<file path="src/rtl/modbus_rx_frame_ctrl.sv">
// Modbus RTU receive frame controller: silence-delimited framing, buffer writes, CRC sequencing, status.
// Optional MODBUS_ADDR_FILTER_EN: frames for other stations complete without frame_done or status update.
module modbus_rx_frame_ctrl #(
  parameter int          T15_CYCLES  = 860,
  parameter int          T35_CYCLES  = 2006,
  parameter int          MAX_LEN     = 256,
  parameter logic [15:0] CRC_RESIDUE = 16'h0000
) (
  input  logic        clk,
  input  logic        rst,
  input  logic [7:0]  rx_data,
  input  logic        rx_valid,
  input  logic        rx_err,
  input  logic [7:0]  my_addr,
  output logic [7:0]  crc_data,
  output logic        crc_en,
  output logic        crc_rst,
  input  logic [15:0] crc_value,
  output logic        buf_we,
  output logic [7:0]  buf_addr,
  output logic [7:0]  buf_wdata,
  output logic        frame_done,
  output logic        frame_ok,
  output logic [8:0]  frame_len,
  output logic [2:0]  err_code,
  output logic        addr_match,
  output logic        busy
);

  localparam int            CW    = $clog2(T35_CYCLES + 1);
  localparam logic [CW-1:0] T15_C = CW'(T15_CYCLES);
  localparam logic [CW-1:0] T35_C = CW'(T35_CYCLES);
  localparam logic [8:0]    MAX_C = 9'(MAX_LEN);
  localparam logic [8:0]    OVF_C = 9'(MAX_LEN + 1);

  typedef enum logic [2:0] {
    ST_STARTUP,
    ST_IDLE,
    ST_RECV,
    ST_GAP,
    ST_CHECK
  } state_t;

  state_t        state_q, state_d;
  logic [CW-1:0] cnt_q;
  logic [8:0]    len_q, len_d;
  logic          am_q, am_d;
  logic          rxerr_q, rxerr_d;
  logic          gap_q, gap_d;
  logic [2:0]    err_d;
  logic          report;

  logic          frame_done_q, frame_ok_q, addr_match_q;
  logic [8:0]    frame_len_q;
  logic [2:0]    err_code_q;

  // NOTE: state uses non-blocking assignments in an async-reset always_ff so every
  // register samples the same pre-edge values regardless of block ordering.
  always_ff @(posedge clk or posedge rst) begin
    if (rst) begin
      cnt_q <= '0;
    end else if (rx_valid) begin
      cnt_q <= '0;
    end else if (cnt_q != T35_C) begin
      cnt_q <= cnt_q + 1'b1;
    end
  end

  always_ff @(posedge clk or posedge rst) begin
    if (rst) begin
      state_q <= ST_STARTUP;
      len_q   <= '0;
      am_q    <= 1'b0;
      rxerr_q <= 1'b0;
      gap_q   <= 1'b0;
    end else begin
      state_q <= state_d;
      len_q   <= len_d;
      am_q    <= am_d;
      rxerr_q <= rxerr_d;
      gap_q   <= gap_d;
    end
  end

  // NOTE: every signal driven here gets a default first, so no path leaves it unassigned (no latches).
  always_comb begin
    state_d = state_q;
    len_d   = len_q;
    am_d    = am_q;
    rxerr_d = rxerr_q;
    gap_d   = gap_q;
    crc_en  = 1'b0;
    crc_rst = 1'b0;
    buf_we  = 1'b0;
    buf_addr = '0;
    unique case (state_q)
      ST_STARTUP: begin
        crc_rst = 1'b1;
        if (!rx_valid && cnt_q == T35_C) state_d = ST_IDLE;
      end
      ST_IDLE: begin
        crc_rst = !rx_valid;
        if (rx_valid) begin
          crc_en  = 1'b1;
          buf_we  = 1'b1;
          len_d   = 9'd1;
          am_d    = (rx_data == my_addr) || (rx_data == 8'h00);
          rxerr_d = rx_err;
          gap_d   = 1'b0;
          state_d = ST_RECV;
        end
      end
      ST_RECV: begin
        if (rx_valid) begin
          crc_en = 1'b1;
          if (len_q < MAX_C) begin
            buf_we   = 1'b1;
            buf_addr = len_q[7:0];
          end
          if (len_q != OVF_C) len_d = len_q + 9'd1;
          if (rx_err) rxerr_d = 1'b1;
        end else if (cnt_q >= T15_C) begin
          state_d = ST_GAP;
        end
      end
      ST_GAP: begin
        // A late byte is only evidence of a broken frame; it never reaches CRC or buffer.
        if (rx_valid) gap_d = 1'b1;
        else if (cnt_q == T35_C) state_d = ST_CHECK;
      end
      ST_CHECK: begin
        crc_rst = 1'b1;
        state_d = ST_IDLE;
      end
      default: state_d = ST_STARTUP;
    endcase
  end

  always_comb begin
    if (rxerr_q)                       err_d = 3'd5;
    else if (gap_q)                    err_d = 3'd4;
    else if (len_q > MAX_C)            err_d = 3'd3;
    else if (len_q < 9'd4)             err_d = 3'd2;
    else if (crc_value != CRC_RESIDUE) err_d = 3'd1;
    else                               err_d = 3'd0;
  end

`ifdef MODBUS_ADDR_FILTER_EN
  assign report = (state_q == ST_CHECK) && am_q;
`else
  assign report = (state_q == ST_CHECK);
`endif

  always_ff @(posedge clk or posedge rst) begin
    if (rst) begin
      frame_done_q <= 1'b0;
      frame_ok_q   <= 1'b0;
      frame_len_q  <= '0;
      err_code_q   <= '0;
      addr_match_q <= 1'b0;
    end else begin
      frame_done_q <= report;
      if (report) begin
        frame_ok_q   <= (err_d == 3'd0);
        frame_len_q  <= len_q;
        err_code_q   <= err_d;
        addr_match_q <= am_q;
      end
    end
  end

  assign crc_data   = rx_data;
  assign buf_wdata  = rx_data;
  assign frame_done = frame_done_q;
  assign frame_ok   = frame_ok_q;
  assign frame_len  = frame_len_q;
  assign err_code   = err_code_q;
  assign addr_match = addr_match_q;
  assign busy       = (state_q == ST_RECV) || (state_q == ST_GAP) || (state_q == ST_CHECK);

endmodule

</file>
<file path="config.mk">
export PLATFORM = sky130hd
export DESIGN_NAME = modbus_rx_frame_ctrl
export DESIGN_NICKNAME = d
export VERILOG_FILES = /design/src/rtl/modbus_rx_frame_ctrl.sv
export SDC_FILE = /design/constraint.sdc
export NUM_CORES = 1
export LEC_CHECK = 0
export CAP_MARGIN = 5
export CORE_ASPECT_RATIO = 1.25
export CORE_MARGIN = 8
export CORE_UTILIZATION = 41
export DETAILED_ROUTE_END_ITERATION = 12
export PLACE_DENSITY = 0.76
export SETUP_SLACK_MARGIN = 0.05
export SYNTH_ARGS = -nofsm -noshare
export SYNTH_HDL_FRONTEND = slang
export SYNTH_SLANG_ARGS = --single-unit
</file>
<file path="constraint.sdc">
create_clock -name clk -period 1.77 [get_ports clk]
set_input_delay 0.531 -clock clk [delete_from_list [all_inputs] [get_ports clk]]
set_output_delay 0.531 -clock clk [all_outputs]
set_load 0.02 [all_outputs]
</file>
Yosys cells after proc, flatten, opt, wreduce, memory -nomap -nowiden

Index checks and enable logic that the tools add are counted.
Widths: inputs -> output; s select.

Register bits: 41
Logic and storage cells: 88

Add/subtract/negate cells: 2
Order comparisons: 4
Equal/unequal tests: 18
Multiplexer cells: 34
Reductions and logical operators: 19

Operator list:

| operator              | count |
|---|---|
| $mux 9                | 3 |
| $mux 3                | 8 |
| $mux 8                | 3 |
| $mux 11               | 2 |
| $ne 2x2->1 const B    | 10 |
| $pmux 9 s2            | 1 |
| $reduce_bool 16->1    | 1 |
| $pmux 3 s5            | 1 |
| $add 11x1->11 const B | 1 |
| $eq 11x11->1 const B  | 1 |
| $ge 11x10->1 const B  | 1 |
| $ne 11x11->1 const B  | 1 |
| $mux 1                | 10 |
| $add 9x1->9 const B   | 1 |
| $gt 9x9->1 const B    | 1 |
| $lt 9x3->1 const B    | 1 |
| $lt 9x9->1 const B    | 1 |
| $ne 9x9->1 const B    | 1 |
| $eq 8x8->1            | 1 |
| $logic_not 8->1       | 1 |
| $pmux 1 s2            | 4 |
| $reduce_and 4->1      | 2 |
| $eq 3x2->1 const B    | 2 |
| $logic_not 3->1       | 2 |
| 11 further kinds      | 17 |

Longest topological paths before layout

Gate-level depths: netlist (run 1).

Word-level depth: 7
Mapped depth: 6
Mapped depth without buffers: 6

Worst setup path after synthesis (run 1)

No wires, ideal clock.

Kind: reg-to-output
Start point: reg state_q[0]
End point: out buf_addr[0]
Data arrival time: 1314 ps
Required time: 1239 ps
Slack: -75 ps
Stages on the path, launching flop included: 5
Path buffers: 2
Cells stage by stage: dfrtp_1 > buf_6 > nand4bb_1 > buf_2 > nor3_1

Word-level cells in the longest chain between the ends: 2

Ends and longest elaborated chain:

| what                   | RTL line | RTL |
|---|---|---|
| from (decl)            | 44       | `state_t state_q, state_d;` |
| from (signal assigned) | 77       | `state_q <= state_d;` |
| $eq 3x2->1             | 96       | `unique case (state_q)` |
| $mux 8                 | 96       |  |
| to (decl)              | 20       | `output logic [7:0] buf_addr,` |

Every way passes these cells.

Worst setup path after layout (run 1)

Start point: reg state_q[2]
End point: out crc_rst

Word-level cells in the longest chain between the ends: 3
Elaborated cells on any way between the ends: 5

Ends and longest elaborated chain:

| what                                          | RTL line | RTL |
|---|---|---|
| $eq 3x3->1 or $logic_not 3->1 (tied branches) | 96       |  |
| $reduce_or 2->1 (no source line)              | -        |  |
| $pmux 1 s2 (*)                                | 96       |  |
| to (decl)                                     | 17       | `output logic crc_rst,` |

Mark *: on every way between the ends. The rest lies on a longest branch, timed or not.

==> summary.txt, run 1 <==
Final layout
  • Final core utilization: 0.672
  • Inserted Diodes: 0
  • Nets: 412
  • Fraction of layout cells with a size suffix above 1: 0.323
  • Area Growth Syn to Fin: 61.5%

Status
  • Failing checks: setup timing
  • Status: finished, violations left

Floorplanning
  • Core area: 5700 um2
  • Starting Density: 0.416
  • Die W: 84.0 um
  • Rows: 31
  • Die area: 8490 um2
  • Die Height: 101 um
  • IO Pins: 79

Clock network
  • CTS buffer count: 5
  • Worst skew pair latency: 0.30 ns
  • CTS tree: done
  • # hold bufs at CTS: 0
  • Clock Path Buffers: 2
  • CTS Root Cell: clkbuf_8
  • CTS H-tree depth: 2
  • Sink Count: 41
  • Clock transition at path regs: 0.08 ns

Synthesis
  • Syn_area_per_cell: 9.16 um2
  • EDFF count, synth: 0
  • Seq/Total Area, Yosys: 0.432
  • Post-synth top flop: dfrtp_1
  • Syn nets: 301
  • FF+latch count, synth: 41
  • Mapped Area: 2370 um2
  • Asr flop ratio synth: 1.00
  • Yosys warnings: 0
  • Count of cell types in the netlist: 53
  • Post-Syn Instances: 259

Global route
  • Total track usage: 0.169
  • First-pass GRT wire length: 11600 um
  • Vias in the first global route: 2354
  • Total grt overflow: 0
  • Pin count of the biggest net entering global routing: 42
  • Initial antenna violation count: 0

Timing
  • Setup slack after layout: -0.166 ns
  • Final slew viol count: 0
  • Post-route setup TNS: -1.56 ns
  • RSZ-0062 raised after global routing: true
  • Slew @ Worst Pin: 0.362 ns
  • Fin. Hold Viols: 0
  • Final min period: 1.94 ns
  • Relative slew slack: 0.755
  • Count of final setup violators: 14
  • F_max: 0.517 GHz
  • Final Cycle Share: 1.09
  • Worst clock skew: 0.00782 ns

Drt
  • Drt pass-1 iters: 4
  • Vias post-DR: 2341
  • Via density per instance: 5.36
  • Residual DRC: 0
  • Initial drt markers: 113
  • Drt total wl: 7450 um
  • Routed length per instance: 17.1 um
  • Antenna Nets Post-Route: 0

Setup path
  • Worst R2R Setup Slack: -0.06 ns
  • R2R Path Start: state_q[0]$_DFFE_PP0P_
  • Worst setup path endpoint: crc_rst
  • Critical path origin: state_q[2]$_DFFE_PP0P_
  • R2R depth: 6
  • Worst Path Required: 1.24 ns
  • R2r endpoint: len_q[6]$_DFFE_PP0P_
  • Crit path max fanout: 5
  • Crit. End Element: primary output
  • Setup CP Type: flop to primary output
  • Worst Path Arrival: 1.40 ns
  • Kind of start point of the critical path: flop

Place
  • Buffers on Ports: 78
  • HPWL Detailed: 5310 um
  • Routability cong.: 0.868

Hold path
  • Hold Crit Class: flop to flop

Job
  • Max cap viols: 0

Power
  • P per Cell Area: 923 nW/um2
  • VDD IR-drop max: 0.509 mV
  • Lkg Pwr: 1.94 nW
  • Pwr Total: 3.53 mW
## cells in the final DEF (no fill, tap or decap), types with 3 or more instances in the layout
cell type / netlist / routed
a21oi_1: 7 / 4
a21oi_2: 1 / 3
nor4_1: 11 / 6
nor2_1: 22 / 21
nor4_2: 0 / 4
nand4_1: 9 / 9
and3_1: 3 / 3
o21ai_1: 8 / 7
dlygate4sd2_1: 0 / 22
clkbuf_8: 0 / 5
buf_6: 1 / 26
buf_4: 16 / 50
and2_4: 0 / 4
nor3_2: 0 / 4
dfrtp_1: 41 / 41
ha_1: 6 / 5
xor2_1: 13 / 13
nand3_1: 7 / 7
mux2i_1: 4 / 4
clkdlybuf4s50_1: 0 / 17
nand2b_1: 4 / 3
nand2_1: 38 / 36
dlymetal6s2s_1: 0 / 11
xnor2_1: 3 / 3
inv_1: 9 / 8
## logic make-up (layout without fill, tap and decap cells)
family	Yosys count	after routing	share of synthesized area
buffers and inverters	36	148	0.0870
flip-flops	41	41	0.432
AO/OA/AOI/OAI	37	37	0.108
multiplexers	5	5	0.0216
AND/OR/NAND/NOR	118	118	0.261
adder cells (fa/ha/maj)	6	6	0.0316
XOR/XNOR	16	16	0.0591
## where the power goes
part	total (mW)	leakage [nW]	switching, mW	internal [mW]
sequential	1.15	0.540	0.115	1.04
clock	0.888	0.0681	0.328	0.560
combinational	1.49	1.34	0.768	0.725
total	3.53	1.94	1.21	2.32
## worst max-delay path, stage by stage (launching register included)
cell and delay [ns]:
dfrtp_1 0.40, buf_4 0.16, or2_4 0.27, a21oi_4 0.15, buf_6 0.14
## layer usage
| metal | vias up | track usage | share of wire |
|---|---|---|---|
| met5 | - | 0 | 0 |
| met4 | 0 | 0.0719 | 0.019 |
| met3 | 13 | 0.0405 | 0.051 |
| met2 | 85 | 0.313 | 0.55 |
| met1 | 1131 | 0.176 | 0.38 |
| li1 | 1112 | - | - |
## cell usage after synthesis, types with 2 or more instances
library cell  number  area [um2]
dfrtp_1           41        1030
nand2_1           38         143
nor2_1            22        82.6
buf_4             16         120
xor2_1            13         114
nor4_1            11        68.8
inv_1              9        33.8
nand4_1            9        56.3
o21ai_1            8        40.0
a21oi_1            7        35.0
nand3_1            7        35.0
ha_1               6        75.1
nor3_1             6        30.0
and2_1             5        31.3
clkbuf_1           5        18.8
mux2i_1            4        40.0
nand2b_1           4        25.0
and3_1             3        18.8
buf_2              3        15.0
xnor2_1            3        26.3
a211o_1            2        17.5
a211oi_1           2        15.0
and4_1             2        17.5
nor2b_1            2        12.5
o21ai_0            2        10.0
o41ai_1            2        17.5
## state kept, by name (all words and copies together), names as in the netlist
register    flops
addr_match      1
am_q            1
cnt_q          11
err_code        3
frame_done      1
frame_len       9
frame_ok        1
gap_q           1
len_q           9
rxerr_q         1
state_q         3
## worst min-delay path by stage
stage	cells after the start	end	slack (ns)	from
detailed placement	2	addr_match$_DFFE_PP0P_	0.47	am_q$_DFFE_PP0P_
global placement	2	addr_match$_DFFE_PP0P_	0.45	am_q$_DFFE_PP0P_
finish	2	addr_match$_DFFE_PP0P_	0.48	am_q$_DFFE_PP0P_
floorplan	2	addr_match$_DFFE_PP0P_	0.44	am_q$_DFFE_PP0P_
CTS	2	addr_match$_DFFE_PP0P_	0.48	am_q$_DFFE_PP0P_
global route	2	frame_len[7]$_DFFE_PP0P_	0.50	frame_len[7]$_DFFE_PP0P_
## through the flow
| stage | instance area, um2 | instances | setup slack [ns] | hold slack [ns] |
|---|---|---|---|---|
| after floorplan | 2380 | 259 | -0.0754 | 0.439 |
| after global placement | 3410 | 421 | -0.976 | 0.446 |
| after detailed placement | 3410 | 421 | -1.02 | 0.466 |
| after CTS | 3660 | 433 | -0.145 | 0.477 |
| after global routing | 3830 | 437 | -0.227 | 0.501 |
| final | 3830 | 437 | -0.166 | 0.476 |
## final cells by class
type	count	area, um2
Tap cell	66	82.6
Clock inverter	3	65.1
Clock buffer	5	68.8
Multi-Input combinational cell	182	1340
Inverter	11	43.8
Fill cell	419	1870
Sequential cell	41	1030
Timing Repair Buffer	129	1200
## timing repair
action / CTS / global route
gates resized for setup: 202 / 33
setup endpoints to repair: 54 / 27
pin swaps: 9 / 17
setup buffers: 4 / 5
(Power assumes the default switching activity.)
==> run 2: changes to the inputs <==
--- a/config.mk
+++ b/config.mk
@@ -5,13 +5,16 @@
 export SDC_FILE = /design/constraint.sdc
 export NUM_CORES = 1
 export LEC_CHECK = 0
+export ABC_AREA = 1
 export CAP_MARGIN = 5
 export CORE_ASPECT_RATIO = 1.25
 export CORE_MARGIN = 8
-export CORE_UTILIZATION = 41
+export CORE_UTILIZATION = 42
 export DETAILED_ROUTE_END_ITERATION = 12
-export PLACE_DENSITY = 0.76
+export PLACE_DENSITY = 0.77
 export SETUP_SLACK_MARGIN = 0.05
+export SKIP_CTS_REPAIR_TIMING = 1
+export SLEW_MARGIN = 10
 export SYNTH_ARGS = -nofsm -noshare
 export SYNTH_HDL_FRONTEND = slang
 export SYNTH_SLANG_ARGS = --single-unit
==> summary.txt, run 2 <==
Floorplanning
  • Die W: 84.6 um (+0.70%)
  • Core area: 5740 um2 (+0.68%)
  • IO Pins: 79 (unchanged)
  • Rows: 31 (unchanged)
  • Die area: 8610 um2 (+1.4%)
  • Die Height: 102 um (+0.73%)
  • Starting Density: 0.431 (+0.0146)

Global route
  • Total track usage: 0.161 (-0.00815)
  • First-pass GRT wire length: 11200 um (-3.6%)
  • Total grt overflow: 0 (unchanged)
  • Vias in the first global route: 2510 (+6.6%)
  • Initial antenna violation count: 0 (unchanged)
  • Pin count of the biggest net entering global routing: 42 (unchanged)

Clock network
  • CTS buffer count: 5 (unchanged)
  • CTS Root Cell: clkbuf_8
  • Clock transition at path regs: 0.08 ns (about the same)
  • Clock Path Buffers: 2 (unchanged)
  • Sink Count: 41 (unchanged)
  • Worst skew pair latency: 0.30 ns (about the same)
  • CTS tree: done
  • CTS H-tree depth: 2 (unchanged)

Setup path
  • Crit. End Element: primary output
  • Worst Path Arrival: 1.45 ns (+0.05 ns)
  • R2R depth: 8 (+2)
  • R2R Path Start: len_q[1]$_DFFE_PP0P_
  • Kind of start point of the critical path: flop
  • Setup CP Type: flop to primary output
  • Worst Path Required: 1.24 ns (about the same)
  • Worst Path Buf+Inv: 3 (+1)
  • Worst R2R Setup Slack: 0.19 ns (+0.25 ns)
  • Highest cell delay on the worst timing path: 0.39 ns (about the same)
  • Critical-path cell list: inv_2 > nand2_4 > nor2_8 > nand2_4 > inv_8 > nand2_8 > nor2_4 > buf_6
  • Crit-path most repeated cell: nand2_4
  • Top delay family on crit path: simple AND/OR/NAND/NOR gates
  • Crit path max fanout: 5 (unchanged)
  • R2r endpoint: len_q[4]$_DFFE_PP0P_
  • Crit-path slowest cell: dfrtp_1

Place
  • HPWL Detailed: 5290 um (-0.55%)
  • Routability cong.: 0.875 (+0.85%)
  • DP Worst Slack: -0.865 ns (+0.158 ns)
  • Buffers on Ports: 78 (unchanged)
  • Dpl cells: 485 (+15%)

Hold path
  • Hold Crit Class: flop to flop
  • Min-delay src: frame_ok$_DFFE_PP0P_
  • Hold Path End: frame_ok$_DFFE_PP0P_
  • Hold depth: 2 (unchanged)

Status
  • Status: finished, violations left
  • Failing checks: setup timing

Drt
  • Antenna Nets Post-Route: 0 (unchanged)
  • Residual DRC: 0 (unchanged)
  • Drt total wl: 7070 um (-5.1%)
  • Vias post-DR: 2487 (+6.2%)
  • Drt pass-1 iters: 5 (+1)
  • Initial drt markers: 134 (+19%)
  • Via density per instance: 5.01 (-6.4%)
  • Routed length per instance: 14.3 um (-16%)

Synthesis
  • EDFF count, synth: 0 (unchanged)
  • Syn nets: 366 (+22%)
  • Most common cell in the netlist: nand2_1
  • Syn_area_per_cell: 7.63 um2 (-17%)
  • Top cells by count, synth: nand2_1, nor2_1, dfrtp_1
  • Count of cell types in the netlist: 34 (-36%)
  • Asr flop ratio synth: 1.00 (unchanged)
  • Synth top area cells: dfrtp_1, nand2_1, nor2_1, buf_4, inv_1
  • Mapped Area: 2470 um2 (+4.2%)
  • Yosys top cell by area: dfrtp_1
  • Seq/Total Area, Yosys: 0.415 (-0.0175)
  • Post-synth top flop: dfrtp_1
  • Post-Syn Instances: 324 (+25%)
  • Yosys warnings: 0 (unchanged)
  • FF+latch count, synth: 41 (unchanged)
  • Synth top area share: 0.415 (-0.0175)

Timing
  • Count of final setup violators: 12 (-2)
  • Slew @ Worst Pin: 0.349 ns (-0.0136 ns)
  • Fin. Hold Viols: 0 (unchanged)
  • Final slew viol count: 0 (unchanged)
  • F_max: 0.505 GHz (-2.2%)
  • Hold slack final: 0.475 ns (-0.00136 ns)
  • Final min period: 1.98 ns (+0.0439 ns)
  • Final Cycle Share: 1.12 (+0.0248)
  • Setup slack after layout: -0.210 ns (-0.0439 ns)
  • Worst clock skew: 0.0107 ns (+0.00284 ns)
  • Relative slew slack: 0.766 (+0.0111)
  • RSZ-0062 raised after global routing: true

Final layout
  • Nets: 471 (+14%)
  • Area Growth Syn to Fin: 56.0%
  • Register Area: 1030 um2 (+0.24%)
  • Max FFs per register: 11 (unchanged)
  • Layout fillers: 463 (+11%)
  • Fraction of layout cells with a size suffix above 1: 0.247 (-0.0769)
  • Footprint of the multi-input gates: 1280 um2 (-4.2%)
  • Inserted Diodes: 0 (unchanged)
  • Most frequent cells in the layout: nand2_1, buf_4, dfrtp_1
  • Top reg by flops: cnt_q
  • Final Non-Filler Cells: 496 (+14%)
  • Commonest non-fill, non-tap cell in the layout: nand2_1

Power
  • Lkg Pwr: 2.15 nW (+11%)
  • Pwr Total: 1.97 mW (-44%)
  • VDD IR-drop max: 0.317 mV (-38%)
  • P per Cell Area: 512 nW/um2 (-45%)

Job
  • Max cap viols: 0 (unchanged)
run 2: cell count changes in the layout (fill, tap and decap cells not counted), sizes merged, moves of 7 or more:
cell / change
inv: +26
o21ai: +21
buf: -17
xor2: -7
nand3: +10
nand2: +39
dlygate4sd2: -22
nor4: -12
dlymetal6s2s: +21
clkdlybuf4s50: +9
nor2: +26
run 2: through the flow:
step                      TNS (ns)   util  instance area (um2)
after floorplan                  0      -                 2540
after detailed placement    -18.18  0.619                 3550
after global placement      -17.50  0.619                 3550
after CTS                   -17.37  0.639                 3670
final                        -2.15  0.672                 3860
after global routing         -3.09  0.672                 3860
run 2: power breakdown:
| part | leakage (nW) | switching [mW] | internal (mW) | total, mW |
|---|---|---|---|---|
| registers | 0.499 | 0.00846 | 0.941 | 0.950 |
| clock network | 0.0585 | 0.323 | 0.460 | 0.783 |
| logic | 1.59 | 0.105 | 0.137 | 0.241 |
run 2: cells by family after synthesis:
logic type	share of synthesized area
AOI/OAI and AO/OA	0.102
xor gates and xnor gates	0.0354
adders and majority gates	0.0304
buffers and inverters	0.119
DFF	0.415
and+or+nand+nor	0.298
run 2: how the worst max path moves through the flow:
| stage | slack, ns | startpoint | cells after the start | end |
|---|---|---|---|---|
| 2_1_floorplan | 0.05 | state_q[2]$_DFFE_PP0P_ | 7 | buf_addr[0] |
| 5_1_grt | -0.30 | state_q[0]$_DFFE_PP0P_ | 5 | crc_en |
| 3_5_place_dp | -0.87 | rx_valid | 6 | buf_addr[0] |
| 6_report | -0.21 | state_q[2]$_DFFE_PP0P_ | 8 | buf_addr[1] |
| 3_3_place_gp | -0.84 | rx_valid | 6 | buf_addr[2] |
| 4_1_cts | -0.87 | rx_valid | 6 | buf_addr[1] |
run 2: per-layer routing:
layer	wire (um)	vias up	track usage
met1	2870	1143	0.171
met4	104	0	0.0577
li1	-	1233	-
met2	3430	102	0.278
met5	0	-	0
met3	670	9	0.0698
run 2: area by class of cell:
class / instances / share of cell area
Multi-Input combinational cell: 226 / 0.333
Timing Repair Buffer: 119 / 0.312
Sequential cell: 41 / 0.267
Inverter: 36 / 0.0370
Clock buffer: 7 / 0.0224
Tap cell: 66 / 0.0214
Clock inverter: 1 / 0.00778
run 2: worst register-to-register path, delay by kind of cell, from the launching register on:
| kind | cells | cell delay, ns |
|---|---|---|
| AND/OR/NAND/NOR | 3 | 0.30 |
| AO/OA/AOI/OAI | 2 | 0.35 |
| adder cells (fa/ha/maj) | 1 | 0.15 |
| buffers and inverters | 2 | 0.27 |
| flip-flops | 1 | 0.40 |
==> run 3: changes to the inputs <==
--- a/config.mk
+++ b/config.mk
@@ -8,11 +8,12 @@
 export ABC_AREA = 1
 export CAP_MARGIN = 5
 export CORE_ASPECT_RATIO = 1.25
-export CORE_MARGIN = 8
+export CORE_MARGIN = 2
 export CORE_UTILIZATION = 42
 export DETAILED_ROUTE_END_ITERATION = 12
+export GPL_TIMING_DRIVEN = 1
 export PLACE_DENSITY = 0.77
-export SETUP_SLACK_MARGIN = 0.05
+export SETUP_SLACK_MARGIN = 0.4
 export SKIP_CTS_REPAIR_TIMING = 1
 export SLEW_MARGIN = 10
 export SYNTH_ARGS = -nofsm -noshare
==> summary.txt, run 3 (synthesis results as in run 2) <==
Floorplanning
  • Core area: 5740 um2 (unchanged)
  • Die area: 6520 um2 (-24%)
  • Starting Density: 0.431 (unchanged)
  • Die Height: 89.8 um (-12%)
  • IO Pins: 79 (unchanged)
  • Die W: 72.6 um (-14%)
  • Rows: 31 (unchanged)

Drt
  • Vias post-DR: 2629 (+5.7%)
  • Drt total wl: 7540 um (+6.6%)
  • Via density per instance: 5.09 (+1.4%)
  • Drt pass-1 iters: 4 (-1)
  • Initial drt markers: 146 (+9.0%)
  • Routed length per instance: 14.6 um (+2.3%)
  • Residual DRC: 0 (unchanged)
  • Antenna Nets Post-Route: 0 (unchanged)

Clock network
  • Worst skew pair latency: 0.31 ns (about the same)
  • Clock Path Buffers: 2 (unchanged)
  • Clock transition at path regs: 0.08 ns (about the same)
  • CTS buffer count: 5 (unchanged)
  • Sink Count: 41 (unchanged)
  • CTS Root Cell: clkbuf_8
  • CTS H-tree depth: 2 (unchanged)
  • CTS tree: done

Setup path
  • Critical path origin: state_q[2]$_DFFE_PP0P_
  • Worst Path Buf+Inv: 3 (unchanged)
  • Crit-path most repeated cell: nand2_4
  • Kind of start point of the critical path: flop
  • Worst Path Arrival: 1.56 ns (+0.11 ns)
  • Setup CP Type: flop to primary output
  • Highest cell delay on the worst timing path: 0.44 ns (+0.05 ns)
  • Crit. End Element: primary output
  • Crit path max fanout: 5 (unchanged)
  • Worst Path Required: 1.24 ns (about the same)
  • Critical-path cell list: inv_2 > nand2_4 > nor2_8 > nand2_4 > inv_8 > nand2_8 > nor2_4 > buf_6
  • R2R Path Start: len_q[1]$_DFFE_PP0P_
  • Crit-path slowest cell: dfrtp_1
  • Top delay family on crit path: simple AND/OR/NAND/NOR gates

Global route
  • Pin count of the biggest net entering global routing: 29 (-31%)
  • Total track usage: 0.211 (+0.0499)
  • Initial antenna violation count: 0 (unchanged)
  • Total grt overflow: 0 (unchanged)
  • Vias in the first global route: 2536 (+1.0%)
  • First-pass GRT wire length: 11100 um (-0.98%)

Timing
  • Count of final setup violators: 12 (unchanged)
  • Fin. Hold Viols: 0 (unchanged)
  • Slew @ Worst Pin: 0.375 ns (+0.0260 ns)
  • Worst clock skew: 0.00363 ns (-0.00703 ns)
  • RSZ-0062 raised after global routing: true
  • F_max: 0.478 GHz (-5.3%)
  • Setup slack after layout: -0.321 ns (-0.112 ns)
  • Final Cycle Share: 1.18 (+0.0630)
  • Relative slew slack: 0.750 (-0.0163)
  • Hold slack final: 0.518 ns (+0.0436 ns)
  • Final slew viol count: 0 (unchanged)
  • Final min period: 2.09 ns (+0.112 ns)

Final layout
  • Nets: 492 (+4.5%)
  • Layout fillers: 407 (-12%)
  • Inserted Diodes: 0 (unchanged)
  • Area Growth Syn to Fin: 67.8%
  • Fraction of layout cells with a size suffix above 1: 0.446 (+0.199)
  • Final core utilization: 0.723 (+0.0508)
  • Top reg by flops: cnt_q
  • Most frequent cells in the layout: nand2_1, buf_4, buf_6
  • Commonest non-fill, non-tap cell in the layout: nand2_1
  • Max FFs per register: 11 (unchanged)

Power
  • Lkg Pwr: 2.10 nW (-2.3%)
  • P per Cell Area: 440 nW/um2 (-14%)
  • VDD IR-drop max: 0.505 mV (+59%)
  • Pwr Total: 1.82 mW (-7.5%)

Place
  • HPWL Detailed: 4970 um (-6.0%)
  • Buffers on Ports: 78 (unchanged)
  • Routability cong.: 0.938 (+7.2%)

Status
  • Failing checks: setup timing
  • Status: finished, violations left

Job
  • Max cap viols: 0 (unchanged)

Hold path
  • Hold Crit Class: flop to flop
  • Min-delay src: frame_len[6]$_DFFE_PP0P_
run 3: cell types whose count changed in the layout (fill, tap and decap cells not counted), moves of 10 or more:
cell             previous run  this run
clkbuf_2                    0        10
clkdlybuf4s50_1            26         9
buf_6                      19        46
dlymetal6s2s_1             32        18
buf_4                      41        53
run 3: path summary, 6_finish.rpt:
check	end	slack, ns	depth (start not counted)
setup reg to reg	len_q[3]$_DFFE_PP0P_	0.10	8
hold / removal	frame_len[6]$_DFFE_PP0P_	0.52	2
min in group asynchronous	cnt_q[10]$_DFFE_PP0N_	0.60	3
setup / recovery	buf_addr[3]	-0.32	8
max in group asynchronous	len_q[8]$_DFFE_PP0P_	0.99	3
hold reg to reg	frame_len[6]$_DFFE_PP0P_	0.52	2
run 3: per-stage QoR:
stage	setup TNS (ns)	instance area [um2]	instances	worst slack, ns
global placement	-17.45	3610	488	-0.891
global route	-3.61	4150	517	-0.370
floorplan	0	2580	324	0.0646
CTS	-17.62	3690	496	-0.913
finish	-3.02	4150	517	-0.321
detailed placement	-18.02	3610	488	-0.902
run 3: layer usage:
| layer | vias to the layer above | track usage | wire (um) |
|---|---|---|---|
| met2 | 49 | 0.380 | 4330 |
| met1 | 1286 | 0.245 | 2850 |
| met4 | 0 | 0.0756 | 171 |
| met3 | 16 | 0.0325 | 190 |
| li1 | 1278 | - | - |
| met5 | - | 0 | 0 |
run 3: layout make-up:
class | count | area (um2) | share of cell area
Clock buffer | 6 | 72.6 | 0.0175
Clock inverter | 2 | 10.0 | 0.00241
Inverter | 36 | 146 | 0.0353
Multi-Input combinational cell | 227 | 1480 | 0.356
Sequential cell | 41 | 1030 | 0.249
Tap cell | 66 | 82.6 | 0.0199
Timing Repair Buffer | 139 | 1330 | 0.320
run 3: power by group:
group / internal [mW] / switching [mW] / total [mW]
clock: 0.274 / 0.341 / 0.615
sequential: 0.942 / 0.0113 / 0.953
combinational: 0.139 / 0.118 / 0.257
total: 1.35 / 0.470 / 1.82
run 3: tightest hold or removal path, stage by stage (launching register included):
cell and delay, ns:
dfrtp_1 0.36, nand2_1 0.06, o21ai_1 0.06
